==> src/rtl/led_sequencer.sv <==
// LED sequencer: debounced buttons step through COUNT/SCAN/BLINK/MIRROR patterns on 8 LEDs.
// Define LED_SEQ_PWM_EN to add btn[4] brightness control through a 4-bit PWM.
module led_sequencer #(
    parameter int unsigned TICK_BITS = 20,
    parameter int unsigned DB_TICKS  = 2
) (
    input  logic       i_clk,
    input  logic       i_rst_n,
    input  logic [6:0] i_btn,
    output logic [7:0] o_led,
    output logic [1:0] o_mode
);

`ifdef LED_SEQ_PWM_EN
    localparam int unsigned NDB = 4;
`else
    localparam int unsigned NDB = 3;
`endif
    localparam int unsigned DBW = (DB_TICKS < 2) ? 1 : $clog2(DB_TICKS + 1);

    typedef enum logic [1:0] {
        M_COUNT  = 2'd0,
        M_SCAN   = 2'd1,
        M_BLINK  = 2'd2,
        M_MIRROR = 2'd3
    } mode_e;

    logic [TICK_BITS-1:0]      presc_q, presc_d;
    logic [6:0]                sync1_q, sync2_q;
    logic [NDB-1:0]            acc_q, acc_d, acc_prev_q;
    logic [NDB-1:0][DBW-1:0]   db_cnt_q, db_cnt_d;
    mode_e                     mode_q, mode_d;
    logic [7:0]                step_q, step_d;
    logic [2:0]                pos_q, pos_d;
    logic                      dir_down_q, dir_down_d;
    logic                      paused_q, paused_d;
    logic [7:0]                led_q, led_d;
    logic [1:0]                mode_out_q;

    logic                      tick_c;
    logic [NDB-1:0]            press_c;
    logic                      mode_chg_c;
    logic [1:0]                mode_inc_c, mode_dec_c;
    logic [7:0]                pat_c;

`ifdef LED_SEQ_PWM_EN
    logic [3:0]                pwm_cnt_q, pwm_cnt_d;
    logic [4:0]                duty_q, duty_d;
`endif

    // Tick, debounce, mode FSM, step/scan datapath and pattern select
    always_comb begin
        presc_d    = presc_q + TICK_BITS'(1);
        tick_c     = &presc_q;
        acc_d      = acc_q;
        db_cnt_d   = db_cnt_q;
        press_c    = acc_q & ~acc_prev_q;
        mode_d     = mode_q;
        mode_inc_c = mode_q + 2'd1;
        mode_dec_c = mode_q - 2'd1;
        step_d     = step_q;
        pos_d      = pos_q;
        dir_down_d = dir_down_q;
        paused_d   = paused_q ^ press_c[2];
        pat_c      = 8'h00;
        led_d      = 8'h00;

        // Index i debounces button bit i+1
        for (int unsigned i = 0; i < NDB; i++) begin
            if (sync2_q[i+1] == acc_q[i]) begin
                db_cnt_d[i] = '0;
            end else if (tick_c) begin
                if (db_cnt_q[i] == DBW'(DB_TICKS - 1)) begin
                    acc_d[i]    = sync2_q[i+1];
                    db_cnt_d[i] = '0;
                end else begin
                    db_cnt_d[i] = db_cnt_q[i] + DBW'(1);
                end
            end
        end

        case ({press_c[1], press_c[0]})
            2'b01:   mode_d = mode_e'(mode_inc_c);
            2'b10:   mode_d = mode_e'(mode_dec_c);
            default: mode_d = mode_q;
        endcase
        mode_chg_c = (mode_d != mode_q);

        if (mode_chg_c) begin
            step_d     = 8'd0;
            pos_d      = 3'd0;
            dir_down_d = 1'b0;
        end else if (tick_c && !paused_q) begin
            step_d = step_q + 8'd1;
            if (!dir_down_q) begin
                pos_d = pos_q + 3'd1;
                if (pos_q == 3'd6) dir_down_d = 1'b1;
            end else begin
                pos_d = pos_q - 3'd1;
                if (pos_q == 3'd1) dir_down_d = 1'b0;
            end
        end

        case (mode_q)
            M_COUNT:  pat_c = step_q;
            M_SCAN:   pat_c = 8'd1 << pos_q;
            M_BLINK:  pat_c = step_q[2] ? 8'hFF : 8'h00;
            M_MIRROR: pat_c = {1'b0, sync2_q};
            default:  pat_c = 8'h00;
        endcase

`ifdef LED_SEQ_PWM_EN
        pwm_cnt_d = pwm_cnt_q + 4'd1;
        duty_d    = duty_q;
        if (press_c[3]) begin
            case (duty_q)
                5'd16:   duty_d = 5'd8;
                5'd8:    duty_d = 5'd4;
                5'd4:    duty_d = 5'd1;
                default: duty_d = 5'd16;
            endcase
        end
        led_d = pat_c & {8{({1'b0, pwm_cnt_q} < duty_q)}};
`else
        led_d = pat_c;
`endif
    end

    // State and output registers
    always_ff @(posedge i_clk or negedge i_rst_n) begin
        if (!i_rst_n) begin
            presc_q    <= '0;
            sync1_q    <= '0;
            sync2_q    <= '0;
            acc_q      <= '0;
            acc_prev_q <= '0;
            db_cnt_q   <= '0;
            mode_q     <= M_COUNT;
            step_q     <= 8'd0;
            pos_q      <= 3'd0;
            dir_down_q <= 1'b0;
            paused_q   <= 1'b0;
            led_q      <= 8'h00;
            mode_out_q <= 2'd0;
`ifdef LED_SEQ_PWM_EN
            pwm_cnt_q  <= 4'd0;
            duty_q     <= 5'd16;
`endif
        end else begin
            presc_q    <= presc_d;
            sync1_q    <= i_btn;
            sync2_q    <= sync1_q;
            acc_q      <= acc_d;
            acc_prev_q <= acc_q;
            db_cnt_q   <= db_cnt_d;
            mode_q     <= mode_d;
            step_q     <= step_d;
            pos_q      <= pos_d;
            dir_down_q <= dir_down_d;
            paused_q   <= paused_d;
            led_q      <= led_d;
            mode_out_q <= mode_q;
`ifdef LED_SEQ_PWM_EN
            pwm_cnt_q  <= pwm_cnt_d;
            duty_q     <= duty_d;
`endif
        end
    end

    assign o_led  = led_q;
    assign o_mode = mode_out_q;

endmodule

==> config.mk <==
export PLATFORM = sky130hd
export DESIGN_NAME = led_sequencer
export DESIGN_NICKNAME = d
export VERILOG_FILES = /design/src/rtl/led_sequencer.sv
export SDC_FILE = /design/constraint.sdc
export NUM_CORES = 1
export LEC_CHECK = 0
export CORE_UTILIZATION = 30
export CTS_BUF_LIST = sky130_fd_sc_hd__clkbuf_2 sky130_fd_sc_hd__clkbuf_4 sky130_fd_sc_hd__clkbuf_8
export CTS_CLUSTER_DIAMETER = 50
export DETAILED_ROUTE_END_ITERATION = 8
export GPL_TIMING_DRIVEN = 1
export SYNTH_ARGS = -nofsm -noshare
export SYNTH_HDL_FRONTEND = slang
export SYNTH_SLANG_ARGS = --single-unit
==> constraint.sdc <==
create_clock -name i_clk -period 2.2 [get_ports i_clk]
set_input_delay 0.44 -clock i_clk [delete_from_list [all_inputs] [get_ports i_clk]]
set_output_delay 0.44 -clock i_clk [all_outputs]
set_load 0.005 [all_outputs]
==> results of run 1 <==
## cells by family (layout without fill, tap and decap cells)
family / Yosys count / after routing / share of synthesized area, %
flip-flops: 71 / 71 / 55.77
multiplexers: 15 / 15 / 5.067
AO/OA/AOI/OAI: 39 / 39 / 8.720
AND/OR/NAND/NOR: 91 / 91 / 16.10
buffers and inverters: 17 / 48 / 2.121
adder cells (fa/ha/maj): 15 / 15 / 5.892
XOR/XNOR: 23 / 23 / 6.324
## critical path, delay by kind of cell (launching register included)
kind / cells / cell delay (ns)
simple gates: 3 / 1.11
flops: 1 / 0.39
fa+ha+maj: 1 / 0.24
compound gates: 1 / 0.16
## cells in the final DEF (no fill, tap or decap), types with 7 or more instances in the layout
master	instances
mux2_2	9
a21oi_1	9
nor3_1	7
xnor2_1	13
clkdlybuf4s50_1	17
dfrtp_1	71
nand4_1	14
nand3_1	8
nand2_1	19
nor2_1	7
ha_1	15
inv_1	8
nand2b_1	7
clkbuf_8	11
xor2_1	10
## worst max path at each step
stage | endpoint | cells past startpoint | from
after floorplan | step_q[6] | 5 | presc_q[0]
after global placement | step_q[6] | 5 | presc_q[0]
after detailed placement | step_q[5] | 5 | presc_q[0]
after CTS | step_q[5] | 5 | presc_q[0]
after global routing | step_q[4] | 5 | presc_q[0]
final | step_q[6] | 5 | presc_q[0]
## state kept, by name, summed over array words and instances (netlist names)
name        count
sync1_q         7
mode_q          2
dir_down_q      1
presc_q        20
pos_q           3
acc_q           3
paused_q        1
o_mode          2
db_cnt_q        6
step_q          8
acc_prev_q      3
sync2_q         7
o_led           8
## per-layer routing
metal | vias up | GRT usage [%]
met2 | 35 | 18.02
met1 | 1008 | 17.80
met3 | 11 | 3.868
li1 | 1025 | -
met5 | - | 0
met4 | 0 | 5.634
## stage by stage
stage | utilization (%) | power [mW] | instances | worst slack (ns) | area, sq um
floorplan | - | 1.349 | 271 | 0.3736 | 3186
global placement | 34.47 | 1.396 | 423 | 0.2836 | 3558
detailed placement | 34.47 | 1.396 | 423 | 0.1660 | 3558
CTS | 36.42 | 2.472 | 438 | 0.1664 | 3760
global route | 36.48 | 2.533 | 438 | 0.01778 | 3766
finish | 36.48 | 2.434 | 438 | 0.2286 | 3766
## power by group through the flow
stage                     Sequential, mW  Combinational [mW]  Clock [mW]
after CTS                           1.32              0.0474        1.10
after global placement              1.35              0.0463           0
final                               1.32              0.0440        1.07
after global routing                1.32              0.0518        1.16
after floorplan                     1.35             0.00231           0
after detailed placement            1.35              0.0471           0
## final cells by class
class                           count  area [sq um]
Timing Repair Buffer               25         240.2
Multi-Input combinational cell    183          1348
Tap cell                          136         170.2
Clock buffer                       12         158.9
Inverter                            8         30.03
Sequential cell                    71          1777
Clock inverter                      3         42.54
Fill cell                        1011          6558
==> impl_metrics.ini, run 1 <==
[run_status]
status = finished clean

[sta]
relSlewSlack_pct = 59.74
worstMarginPinSlew_ns = 0.5993
rsz0062_at_grt = no
setup_viol = 0
period_minus_slack_ns = 1.971
worst_clock_skew_ns = 0.005842
drv_slew = 0
fin_crit_sh_pct = 89.61
hold_viol = 0
fmax_ghz = 0.5072
hold_ws_ns = 0.08381
setup_tns_ns = 0

[critical_path]
rr_startpoint = presc_q[0]
critPathMaxStageDelay_ns = 0.55
cp_common_cell = or4_1
startpoint_type = register
critPathCaptureType = register
r2r_slack_ns = 0.23
path_cells = ha_1 > nand3_1 > or4_1 > or4_1 > a21oi_1
cp.arrival_ns = 2.24
critPathKind = reg -> reg
cp_data_required_time_ns = 2.47
crit_path_max_fanout = 5
r2r-end = step_q[6]
slowest_stage = or4_1
reg2reg_depth = 5

[floorplan]
core_area_sq_um = 10320
die_h_microns = 105.0
fp.dieArea_sq_um = 11030
start_util_pct = 30.86
die_w_microns = 105.0
num_rows = 37
io_pins = 19

[placement]
portBuffers = 18
globalplace.congestion = 0.7859
place.detailed.hpwl_microns = 4230

[clock_network]
clockBufferDepth = 2
numCtsBuffers = 9
cts_resized = 0
clk_latency_ns = 0.35
cts.sinks = 71
cts_tree = built
cts.clk_slew.worst_paths_ns = 0.07
cts_root_buffer = clkbuf_8
cts_max_level = 3
hold_buffers = 0
postCtsSetupBuffers = 0

[drt]
top_layer = met4
wl_met2_microns = 2744
drtAntennaViolNets = 0
wirelength_microns = 6182
via_per_inst = 4.747
drt-pass1-iter-count = 4
remaining_drc_errors = 0
wl_met3_microns = 202
met1_length_microns = 3120
wl_per_cell_microns = 14.11
drtIter0Drc = 179
via_count = 2079

[final_layout]
finalNetCount = 322
antenna_cells = 0
syn2layout_area_growth_pct = 18.22
drive_gt1_share_pct = 12.91

[logic_synthesis]
yosysTopAreaCell = dfrtp_1
synth.top_cell.area_share_pct = 55.77
synth_edf_count = 0
yosys-top-cells-count = dfrtp_1 (71), nand2_1 (19), ha_1 (15)
post-synth-top-count-cell = dfrtp_1
avgSynthCellArea_sq_um = 11.75
synthTopCellsByArea = dfrtp_1 (56%), ha_1 (5.9%), xnor2_1 (3.6%), mux2_2 (3.2%), nand4_1 (2.7%)
syn_nets = 295
synth_area_sq_um = 3186
yosysSeqAreaShare_pct = 55.77
ys_ff_latch = 71
synthDistinctLibCells = 42
yosys_warnings = 0
async_reset_ff_share_pct = 100.0
synth_cells = 271
synth_flop_cell = dfrtp_1

[power]
power_switching_share_pct = 20.94
seq_power_share_pct = 54.4
p_per_area_nw_per_um2 = 646.2
p_switching_mw = 0.5096
peakVddDrop_uv = 354.2
p_int_mw = 1.924
combPwrFrac_pct = 1.8
leakage_nw = 1.665
p_clk_share_pct = 43.8

[run]
max_cap_viol_count = 0

[grt]
grt_pass1_vias = 2104
grt_pass1_wl_microns = 10840
antenna_found_initial = 0
grtUsageTotal_pct = 12.73
grt_start_max_net_pins = 72
grt_overflow = 0

[min_path]
hp-class = in -> async
No activity file was read; power rests on OpenSTA's default activity.
==> run 2, diff against run 1 <==
Settings changed: CTS_CLUSTER_DIAMETER 50 to default, GPL_ROUTABILITY_DRIVEN from default to 0, SETUP_SLACK_MARGIN from default to 0.05.
==> impl_metrics.ini, run 2 (synthesized netlist as in run 1, its figures left out) <==
[placement]
placed_area_sq_um = 3558
dpl_worst_slack_ns = 0.1660
place.detailed.hpwl_microns = 4230
portBuffers = 18

[grt]
grtUsageTotal_pct = 12.73
grt_use_met1_pct = 17.80
grt_overflow = 0
grt_pass1_vias = 2104
grt_pass1_wl_microns = 10840
grt_start_max_net_pins = 72
use_met3_pct = 3.868
antenna_found_initial = 0
grt_util_met2_pct = 18.02
busiest_layer = met2

[critical_path]
cp.arrival_ns = 2.26
critPathMaxStageDelay_ns = 0.55
critPathKind = reg -> reg
cp_common_cell = or4_1
critPathCaptureType = register
cp_data_required_time_ns = 2.47
path_cells = ha_1 > nand3_1 > or4_1 > or4_1 > a21oi_1
path_delay_family = simple AND/OR/NAND/NOR gates
path_buf_inv = 0
startpoint_type = register
crit_path_max_fanout = 5
slowest_stage = or4_1

[power]
combPwrFrac_pct = 1.8
p_per_area_nw_per_um2 = 645.1
p_clk_share_pct = 43.8
p_switching_mw = 0.5089
p_int_mw = 1.924
peakVddDrop_uv = 354.3
power_switching_share_pct = 20.92
seq_power_share_pct = 54.4
leakage_nw = 1.667

[clock_network]
cts_root_buffer = clkbuf_8
postCtsSetupBuffers = 0
cts.sinks = 71
hold_buffers = 0
numCtsBuffers = 9
cts.clk_slew.worst_paths_ns = 0.07
cts_tree = built
clk_latency_ns = 0.35
clockBufferDepth = 2
cts_max_level = 3

[sta]
setup_viol = 0
fmax_ghz = 0.5024
setup_tns_ns = 0
rsz0062_at_grt = no
relSlewSlack_pct = 59.83
hold_viol = 0
layout_setup_ws_ns = 0.2096
worst_clock_skew_ns = 0.005847
hold_ws_ns = 0.08132
drv_slew = 0
worstMarginPinSlew_ns = 0.5980
fin_crit_sh_pct = 90.47
period_minus_slack_ns = 1.990

[run_status]
status = finished clean

[final_layout]
layout_common_cells = dfrtp_1 (71), nand2_1 (19), clkdlybuf4s50_1 (17)
drive_gt1_share_pct = 13.25
largest_reg_flops = 20
final_common_cell = dfrtp_1
finalNetCount = 322
largest-register = presc_q
final_area_sq_um = 3771
syn2layout_area_growth_pct = 18.38
antenna_cells = 0
fin_util_pct = 36.53

[drt]
via_per_inst = 4.795
wl_per_cell_microns = 14.18
drtIter0Drc = 193
wirelength_microns = 6211
drt-pass1-iter-count = 4
remaining_drc_errors = 0
drtAntennaViolNets = 0
via_count = 2100

[floorplan]
die_h_microns = 105.0
die_w_microns = 105.0
start_util_pct = 30.86
num_rows = 37
io_pins = 19
fp.dieArea_sq_um = 11030
core_area_sq_um = 10320

[min_path]
hp-class = in -> async

[run]
max_cap_viol_count = 0
run 2: area by class of cell:
cell class	instances	area, sq um
multi-input combinational	183	1353
tap	136	170.2
clock buffer	12	158.9
clock inverter	3	42.54
sequential	71	1777
timing repair buffer	25	240.2
inverter	8	30.03
fill	1010	6553
run 2: what timing repair did:
item                                   4_1_cts  5_1_grt
resized for setup                            0        2
setup endpoints to repair                    0        2
endpoints found under the hold margin        0        0
run 2: worst paths after layout:
check / from / endpoint / slack, ns / depth (start not counted)
worst max-delay path: presc_q[0] / step_q[6] / 0.21 / 5
worst min-delay path: i_rst_n / mode_q[0] / 0.08 / 2
worst max register to register: presc_q[0] / step_q[6] / 0.21 / 5
worst min register to register: sync1_q[5] / sync2_q[5] / 0.35 / 0
max in group asynchronous: i_rst_n / db_cnt_q[3] / 1.78 / 2
min in group i_clk: sync1_q[5] / sync2_q[5] / 0.35 / 0
run 2: per-layer routing:
metal,vias up,part of all wire [%]
met1,1023,50
met2,40,44
met4,0,1.9
met5,-,0
li1,1026,-
met3,11,3.6
run 2: power by group through the flow:
stage	Clock, mW	Combinational (mW)	Sequential, mW
2_1_floorplan	0	0.00231	1.35
3_3_place_gp	0	0.0463	1.35
3_5_place_dp	0	0.0471	1.35
4_1_cts	1.10	0.0474	1.32
5_1_grt	1.16	0.0518	1.32
6_report	1.06	0.0441	1.32
run 2: through the flow:
step / instances / power, mW
floorplan: 271 / 1.349
global placement: 423 / 1.396
detailed placement: 423 / 1.396
CTS: 438 / 2.472
global route: 438 / 2.533
finish: 438 / 2.433
run 2: worst register-to-register path: cells and delay by family, from the launching register on:
kind            cells  cell delay [ns]
compound gates      1             0.16
simple gates        3             1.12
flops               1             0.39
fa+ha+maj           1             0.24
